### src/rtl/mips32_mem_arbiter_if.sv
// Signal bundle between the MIPS32 fetch and load/store ports, the memory arbiter and the unified memory.
// The arbiter uses the slave view; the core/memory environment uses the master view.
interface mips32_mem_arbiter_if #(
  parameter int AW = 32,
  parameter int DW = 32
);
  logic          i_req;
  logic [AW-1:0] i_addr;
  logic          i_ack;
  logic [DW-1:0] i_rdata;

  logic          d_req;
  logic          d_we;
  logic [AW-1:0] d_addr;
  logic [DW-1:0] d_wdata;
  logic          d_ack;
  logic [DW-1:0] d_rdata;

  logic          halt;

  logic          mem_req;
  logic          mem_we;
  logic [AW-1:0] mem_addr;
  logic [DW-1:0] mem_wdata;
  logic          mem_ack;
  logic [DW-1:0] mem_rdata;

  logic          busy;
  logic          err;

  modport slave (
    input  i_req, i_addr, d_req, d_we, d_addr, d_wdata, halt, mem_ack, mem_rdata,
    output i_ack, i_rdata, d_ack, d_rdata, mem_req, mem_we, mem_addr, mem_wdata, busy, err
  );

  modport master (
    output i_req, i_addr, d_req, d_we, d_addr, d_wdata, halt, mem_ack, mem_rdata,
    input  i_ack, i_rdata, d_ack, d_rdata, mem_req, mem_we, mem_addr, mem_wdata, busy, err
  );
endinterface

### src/rtl/mips32_mem_arbiter.sv
// Arbiter sharing one unified memory between the IF fetch port and the MEM load/store port.
// Data has priority, bounded by a streak limit; a watchdog aborts accesses the memory never acks.
module mips32_mem_arbiter #(
  parameter int AW         = 32,
  parameter int DW         = 32,
  parameter int STREAK_MAX = 4,
  parameter int TIMEOUT    = 64
) (
  input  logic               clk1,
  input  logic               rst_n,
  mips32_mem_arbiter_if.slave bus
);

  localparam int SW = $clog2(STREAK_MAX + 1);
  localparam int WW = $clog2(TIMEOUT);
  localparam logic [SW-1:0] STREAK_LIM = SW'(STREAK_MAX);
  localparam logic [WW-1:0] WDOG_LIM   = WW'(TIMEOUT - 1);

  typedef enum logic [1:0] {IDLE, BUSY_I, BUSY_D} state_t;

  state_t        state_q, state_d;
  logic [SW-1:0] streak_q, streak_d;
  logic [WW-1:0] wdog_q, wdog_d;

  logic          mem_req_q, mem_req_d;
  logic          mem_we_q, mem_we_d;
  logic [AW-1:0] mem_addr_q, mem_addr_d;
  logic [DW-1:0] mem_wdata_q, mem_wdata_d;
  logic          i_ack_q, i_ack_d;
  logic [DW-1:0] i_rdata_q, i_rdata_d;
  logic          d_ack_q, d_ack_d;
  logic [DW-1:0] d_rdata_q, d_rdata_d;
  logic          busy_q, busy_d;
  logic          err_q, err_d;

  logic          fetch_elig;
  logic          data_elig;

  always_comb begin
    state_d     = state_q;
    streak_d    = streak_q;
    wdog_d      = wdog_q;
    mem_req_d   = mem_req_q;
    mem_we_d    = mem_we_q;
    mem_addr_d  = mem_addr_q;
    mem_wdata_d = mem_wdata_q;
    i_ack_d     = 1'b0;
    i_rdata_d   = i_rdata_q;
    d_ack_d     = 1'b0;
    d_rdata_d   = d_rdata_q;
    err_d       = 1'b0;

    // A port acked this cycle still shows its old request, so it must not be re-granted now.
    fetch_elig = bus.i_req & ~bus.halt & ~i_ack_q;
    data_elig  = bus.d_req & ~d_ack_q;

    case (state_q)
      IDLE: begin
        if (data_elig && !(fetch_elig && (streak_q == STREAK_LIM))) begin
          state_d     = BUSY_D;
          mem_req_d   = 1'b1;
          mem_we_d    = bus.d_we;
          mem_addr_d  = bus.d_addr;
          mem_wdata_d = bus.d_wdata;
          wdog_d      = '0;
          streak_d    = fetch_elig ? streak_q + SW'(1) : '0;
        end else if (fetch_elig) begin
          state_d     = BUSY_I;
          mem_req_d   = 1'b1;
          mem_we_d    = 1'b0;
          mem_addr_d  = bus.i_addr;
          mem_wdata_d = '0;
          wdog_d      = '0;
          streak_d    = '0;
        end
      end
      BUSY_I, BUSY_D: begin
        if (bus.mem_ack) begin
          state_d   = IDLE;
          mem_req_d = 1'b0;
          if (state_q == BUSY_I) begin
            i_ack_d   = 1'b1;
            i_rdata_d = bus.mem_rdata;
          end else begin
            d_ack_d   = 1'b1;
            d_rdata_d = mem_we_q ? '0 : bus.mem_rdata;
          end
        end else if (wdog_q == WDOG_LIM) begin
          // Abort: the requester still gets its ack so the pipeline can move on, flagged by err.
          state_d   = IDLE;
          mem_req_d = 1'b0;
          err_d     = 1'b1;
          if (state_q == BUSY_I) begin
            i_ack_d   = 1'b1;
            i_rdata_d = '0;
          end else begin
            d_ack_d   = 1'b1;
            d_rdata_d = '0;
          end
        end else begin
          wdog_d = wdog_q + WW'(1);
        end
      end
      default: state_d = IDLE;
    endcase

    busy_d = (state_d != IDLE);
  end

  always_ff @(posedge clk1 or negedge rst_n) begin
    if (!rst_n) begin
      state_q     <= IDLE;
      streak_q    <= '0;
      wdog_q      <= '0;
      mem_req_q   <= 1'b0;
      mem_we_q    <= 1'b0;
      mem_addr_q  <= '0;
      mem_wdata_q <= '0;
      i_ack_q     <= 1'b0;
      i_rdata_q   <= '0;
      d_ack_q     <= 1'b0;
      d_rdata_q   <= '0;
      busy_q      <= 1'b0;
      err_q       <= 1'b0;
    end else begin
      state_q     <= state_d;
      streak_q    <= streak_d;
      wdog_q      <= wdog_d;
      mem_req_q   <= mem_req_d;
      mem_we_q    <= mem_we_d;
      mem_addr_q  <= mem_addr_d;
      mem_wdata_q <= mem_wdata_d;
      i_ack_q     <= i_ack_d;
      i_rdata_q   <= i_rdata_d;
      d_ack_q     <= d_ack_d;
      d_rdata_q   <= d_rdata_d;
      busy_q      <= busy_d;
      err_q       <= err_d;
    end
  end

  assign bus.mem_req   = mem_req_q;
  assign bus.mem_we    = mem_we_q;
  assign bus.mem_addr  = mem_addr_q;
  assign bus.mem_wdata = mem_wdata_q;
  assign bus.i_ack     = i_ack_q;
  assign bus.i_rdata   = i_rdata_q;
  assign bus.d_ack     = d_ack_q;
  assign bus.d_rdata   = d_rdata_q;
  assign bus.busy      = busy_q;
  assign bus.err       = err_q;

endmodule

### src/flat_wrapper.sv
// flat-port wrapper written by rule: the top's interface ports become plain ports
module mips32_mem_arbiter_flat 
#(
  parameter int AW         = 32,
  parameter int DW         = 32,
  parameter int STREAK_MAX = 4,
  parameter int TIMEOUT    = 64
)
  (clk1, rst_n, bus_i_req, bus_i_addr, bus_d_req, bus_d_we, bus_d_addr, bus_d_wdata, bus_halt, bus_mem_ack, bus_mem_rdata, bus_i_ack, bus_i_rdata, bus_d_ack, bus_d_rdata, bus_mem_req, bus_mem_we, bus_mem_addr, bus_mem_wdata, bus_busy, bus_err);
  mips32_mem_arbiter_if #(.AW(AW), .DW(DW)) bus_i ();
  input  logic clk1;
  input  logic rst_n;
  input wire logic [$bits(bus_i.i_req)-1:0] bus_i_req;
  input wire logic [$bits(bus_i.i_addr)-1:0] bus_i_addr;
  input wire logic [$bits(bus_i.d_req)-1:0] bus_d_req;
  input wire logic [$bits(bus_i.d_we)-1:0] bus_d_we;
  input wire logic [$bits(bus_i.d_addr)-1:0] bus_d_addr;
  input wire logic [$bits(bus_i.d_wdata)-1:0] bus_d_wdata;
  input wire logic [$bits(bus_i.halt)-1:0] bus_halt;
  input wire logic [$bits(bus_i.mem_ack)-1:0] bus_mem_ack;
  input wire logic [$bits(bus_i.mem_rdata)-1:0] bus_mem_rdata;
  output wire logic [$bits(bus_i.i_ack)-1:0] bus_i_ack;
  output wire logic [$bits(bus_i.i_rdata)-1:0] bus_i_rdata;
  output wire logic [$bits(bus_i.d_ack)-1:0] bus_d_ack;
  output wire logic [$bits(bus_i.d_rdata)-1:0] bus_d_rdata;
  output wire logic [$bits(bus_i.mem_req)-1:0] bus_mem_req;
  output wire logic [$bits(bus_i.mem_we)-1:0] bus_mem_we;
  output wire logic [$bits(bus_i.mem_addr)-1:0] bus_mem_addr;
  output wire logic [$bits(bus_i.mem_wdata)-1:0] bus_mem_wdata;
  output wire logic [$bits(bus_i.busy)-1:0] bus_busy;
  output wire logic [$bits(bus_i.err)-1:0] bus_err;
  assign bus_i.i_req = bus_i_req;
  assign bus_i.i_addr = bus_i_addr;
  assign bus_i.d_req = bus_d_req;
  assign bus_i.d_we = bus_d_we;
  assign bus_i.d_addr = bus_d_addr;
  assign bus_i.d_wdata = bus_d_wdata;
  assign bus_i.halt = bus_halt;
  assign bus_i.mem_ack = bus_mem_ack;
  assign bus_i.mem_rdata = bus_mem_rdata;
  assign bus_i_ack = bus_i.i_ack;
  assign bus_i_rdata = bus_i.i_rdata;
  assign bus_d_ack = bus_i.d_ack;
  assign bus_d_rdata = bus_i.d_rdata;
  assign bus_mem_req = bus_i.mem_req;
  assign bus_mem_we = bus_i.mem_we;
  assign bus_mem_addr = bus_i.mem_addr;
  assign bus_mem_wdata = bus_i.mem_wdata;
  assign bus_busy = bus_i.busy;
  assign bus_err = bus_i.err;
  mips32_mem_arbiter #(.AW(AW), .DW(DW), .STREAK_MAX(STREAK_MAX), .TIMEOUT(TIMEOUT)) u_core (.clk1(clk1), .rst_n(rst_n), .bus(bus_i));
endmodule
### config.mk
export PLATFORM = sky130hd
export DESIGN_NAME = mips32_mem_arbiter_flat
export DESIGN_NICKNAME = d
export VERILOG_FILES = /design/src/rtl/mips32_mem_arbiter_if.sv /design/src/rtl/mips32_mem_arbiter.sv /design/src/flat_wrapper.sv
export SDC_FILE = /design/constraint.sdc
export NUM_CORES = 1
export LEC_CHECK = 0
export BUFFER_PORTS_ARGS = -buffer_cell sky130_fd_sc_hd__buf_2
export CORE_MARGIN = 5
export CORE_UTILIZATION = 44
export CTS_BUF_LIST = sky130_fd_sc_hd__clkbuf_4
export DETAILED_ROUTE_END_ITERATION = 6
export PLACE_DENSITY = 0.79
export SKIP_CTS_REPAIR_TIMING = 1
export SLEW_MARGIN = 20
export SYNTH_ARGS = -nofsm -noshare
export SYNTH_HDL_FRONTEND = slang
export SYNTH_SLANG_ARGS = --single-unit
### constraint.sdc
create_clock -name clk1 -period 1.9 [get_ports clk1]
set_input_delay 0.38 -clock clk1 [delete_from_list [all_inputs] [get_ports clk1]]
set_output_delay 0.38 -clock clk1 [all_outputs]
set_load 0.05 [all_outputs]
==> results list <==
- Kind of start point of the critical path: flip-flop
- The critical path is of the reg2reg type.
* IO Count: 269
* Largest net degree at the start of global routing: 60
- In this run the mean area of a mapped cell was 11.77 sq um.
* Non-filler cells, final: 990
- The die is 124.7 microns wide.
- Number of enable flip-flop cells after synthesis: 0
* Hold violation count in the final report: 0
- Met2 GRT Util: 36.07%
- The final layout contains routed wiring with a total length of 17890 microns.
- The floorplan step defined a die boundary enclosing 0.01556 sq mm.
- Critical-path cell list: inv_1, ha_1, inv_2, or3_1, buf_12, a22o_1
- Maximum vdd drop: 1380 uV
* M3 GR Usage: 9.906%
* Switching power: 8.893 mW
* Worst Hold End: u_core.bus.d_rdata[23]$_DFFE_PN0P_
- Number of global-route vias before repair: 5397
- In this run the tool buffered the top-level ports with 268 buffer cells.
* Number of warnings printed during yosys synthesis: 0
- Global routing consumed, on the met1 layer, 25.79% of the routing resources.
- Data on the critical path is required at its endpoint by 2.34 ns.
- Portion of total power attributed to combinational logic: 58.3%
* Grt peak-use layer: met2
- In this run the standard cell core region covers 0.01309 sq mm.
* Via-per-instance ratio: 5.406
* ANT cells: 0
* Largest fanout of any net on the critical path: 33
- The count of nets left with antenna violations once routing finished came out at 0.
- After Yosys synthesis, and, or, nand and nor cells account for 7.411% of the synthesized area.
- Max transition margin: 61.96%
- After the last flow step, the layout net total stands at 942.
- The flow ran to the end, and the final reports show no timing, DRC or antenna violations.
- Setup clock skew after layout: 0.02705 ns
- RePlAce Congestion: 0.8542
* Relative contribution of the clock network to total power: 10.8%
- Synthesized net count: 633
- Final setup fails: 0
* Arrival time of the worst setup path: 2.26 ns
- The synthesized netlist devotes 0% of its cell area to XOR and XNOR gates.
- Measured on the finished design, the core utilization comes to 61.84%.
- After synthesis, the largest family of logic cells by area is compound AO/OA/AOI/OAI gates.
* Unrepaired setup endpoints after global routing: no
* H-tree Lvls: 4
- Counting cells, the worst reg-to-reg path comes to 6.
- In this run the register-to-register setup slack is 0.08 ns.
* Gate count of the mapped netlist: 492
* Via count: 5352
- Number of buffers created by CTS: 17
* Area fraction in compound gates after synthesis: 24.81%
- After synthesis, the cell types taking the most area are sky130_fd_sc_hd__dfrtp_1 (63%), sky130_fd_sc_hd__a22o_1 (15%), sky130_fd_sc_hd__a21oi_1 (6.1%).
* Slowest cell on the critical path: sky130_fd_sc_hd__dfrtp_1
- For the pin with the worst max-slew slack, the measured transition is 0.5562 ns.
- After detailed routing, the average wire length per cell comes to 18.07 microns.
* Initial DRC count: 390
- The initialized floorplan defines 42 standard-cell rows.
* Hold slack: 0.05069 ns
* Total negative setup slack: 0 ns
- Fin crit share: 95.84%
- Critical path endpoint category: flip-flop
- Number of distinct library cells after synthesis: 37
- Top flip-flop cell by instance count after synthesis: sky130_fd_sc_hd__dfrtp_1
- For this design the ratio of total power to cell area is 2040 mW/mm^2.
* Multiplexer fraction of the synthesized cell area: 0%
* Sequential cell fraction of total power: 30.9%
- Crit Reg-Reg Startpoint: u_core.state_q[1]$_DFF_PN0_
- Layout cells sized above 1: 40.91%
- Total global routing overflow: 0
- The mapped netlist covers 0.005791 sq mm.
- FFs w/ async S/R, synth: 100.0%
- All-Layer GR Usage: 22.03%
* Clock tree from TritonCTS: yes
- Area overhead of the layout relative to synthesis: 39.74%
- Initial Utilization: 44.25%
* Type of the most critical hold path: in2reg
- Reported max-cap violation count: 0
- Number of remaining DRC errors: 0
- CTS Root Buffer Type: sky130_fd_sc_hd__clkbuf_4
* Cell count after placement: 921
- Summing the areas of all fa, ha and maj instances in the mapped netlist gives 1.296% of the synthesized area.
- After clock tree synthesis, the clock-pin slew on the worst setup and hold paths is 0.14 ns.
- Static timing analysis puts the maximum clock frequency at 549.2 MHz.
- For this run, the detailed router's first-pass iteration total came to 5.
- Of the post-synthesis cell area, the dominant cell type holds 62.66%.
* Total of flip-flops plus latches after synthesis: 145
- The max-slew violation count is 0.
- Period minus WS final: 1.821 ns
- Skew-Pair Late Insertion Delay: 0.55 ns
- Along the worst hold path, the cell count comes to 2.
- The first global-routing pass estimated 27630 microns of wire.
- The HPWL after detailed placement is 12630 microns.
* Reported leakage power: 4.188 nW
- The clock drives 145 sinks.
- sky130_fd_sc_hd__dfrtp_1 takes more of the synthesized area than any other cell.
- Net switching is 53.86% of the power.
* Sequential area share after synthesis: 62.66%
- Cell-internal power: 7.618 mW
- Delay of the slowest cell on the worst path: 0.42 ns
- Die span in y: 124.7 microns
* Initial antenna violation count: 2
- Worst min-delay path startpoint: bus_mem_rdata[23]
- The worst register-to-register path ends at u_core.bus.d_rdata[6]$_DFFE_PN0P_.
* Number of buffers on the longest clock path: 2
## critical path, delay by kind of cell (launching register included)
kind / cells / cell delay (ns)
flops: 1 / 0.42
compound gates: 1 / 0.25
buf+inv: 3 / 0.31
simple gates: 1 / 0.41
fa+ha+maj: 1 / 0.32
## power by group through the flow
| stage | clock, mW | combinational (mW) | sequential [mW] |
|---|---|---|---|
| global placement | 0 | 9.37 | 5.08 |
| CTS | 1.85 | 9.61 | 5.08 |
| global route | 1.99 | 10.2 | 5.25 |
| finish | 1.78 | 9.63 | 5.10 |
| floorplan | 0 | 2.76 | 9.30 |
| detailed placement | 0 | 9.61 | 5.11 |
## placed cells by master (no fill, tap or decap), drive strengths merged, types with 2 or more instances in the layout
master       instances
a32o                 2
inv                 19
nor2b                2
dlygate4sd3         37
a31o                 2
and3                 2
buf                290
clkinv               6
ha                   6
clkbuf              17
a21oi               72
a31oi                2
nand2b               2
nand2               44
nor2                35
o21ai               11
a22o                97
dfrtp              145
nand3                6
a2111oi              2
## flip-flops by register name (all words and copies together), names as in the netlist
register / flops
u_core.state_q: 2
u_core.wdog_q: 6
u_core.bus.mem_we: 1
u_core.streak_q: 3
u_core.bus.d_rdata: 32
u_core.bus.d_ack: 1
u_core.bus.i_rdata: 32
u_core.bus.err: 1
u_core.bus.mem_addr: 32
u_core.bus.mem_req: 1
u_core.bus.i_ack: 1
u_core.bus.busy: 1
u_core.bus.mem_wdata: 32
## through the flow
| step | power [mW] | setup slack, ns | cell area, sq um |
|---|---|---|---|
| after floorplan | 12.07 | 0.02015 | 5793 |
| after global placement | 14.45 | 0.1143 | 7470 |
| after detailed placement | 14.72 | 0.08258 | 7470 |
| after CTS | 16.54 | 0.08697 | 7721 |
| after global routing | 17.39 | 0.009454 | 8092 |
| final | 16.51 | 0.07906 | 8092 |
## logic make-up (layout without fill, tap and decap cells)
kind of cell | Yosys count | count (layout)
compound gates | 195 | 195
flops | 145 | 145
simple gates | 98 | 98
buf+inv | 48 | 370
fa+ha+maj | 6 | 6
## metal layers
metal | part of all wire [%] | vias to the layer above
li1 | - | 2413
met1 | 38 | 2602
met2 | 48 | 287
met3 | 11 | 46
met4 | 2.7 | 4
met5 | 0.15 | -
## cell usage after synthesis, types with 3 or more instances
cell type / instances
sky130_fd_sc_hd__clkbuf_1: 19
sky130_fd_sc_hd__a21oi_1: 70
sky130_fd_sc_hd__buf_6: 3
sky130_fd_sc_hd__o21ai_0: 7
sky130_fd_sc_hd__dfrtp_1: 145
sky130_fd_sc_hd__a22o_1: 97
sky130_fd_sc_hd__inv_1: 11
sky130_fd_sc_hd__nand3_1: 6
sky130_fd_sc_hd__ha_1: 6
sky130_fd_sc_hd__nor2_1: 35
sky130_fd_sc_hd__o21ai_1: 3
sky130_fd_sc_hd__buf_2: 15
sky130_fd_sc_hd__nand2_1: 44
## cell type report
cell class	count	area [sq um]
fillers	1027	4994
flip-flops and latches	145	3628
repair buffers	327	1983
multi-input cells	299	1967
well taps	176	220.2
clock buffers	17	127.6
clock inverters	15	123.9
inverters	11	41.29
## how the worst max path moves through the flow
| stage | cells past startpoint | slack, ns | from | to |
|---|---|---|---|---|
| after global placement | 5 | 0.11 | bus_halt | u_core.wdog_q[3]$_DFFE_PN0P_ |
| after floorplan | 6 | 0.02 | u_core.bus.i_ack$_DFF_PN0_ | u_core.bus.mem_addr[0]$_DFFE_PN0P_ |
| after CTS | 6 | 0.09 | u_core.state_q[1]$_DFF_PN0_ | u_core.bus.d_rdata[6]$_DFFE_PN0P_ |
| final | 6 | 0.08 | u_core.state_q[1]$_DFF_PN0_ | u_core.bus.d_rdata[6]$_DFFE_PN0P_ |
| after detailed placement | 6 | 0.08 | bus_halt | u_core.bus.mem_addr[24]$_DFFE_PN0P_ |
| after global routing | 4 | 0.009 | u_core.wdog_q[0]$_DFFE_PN0P_ | u_core.wdog_q[3]$_DFFE_PN0P_ |
Power figures use the tool's default switching activity.
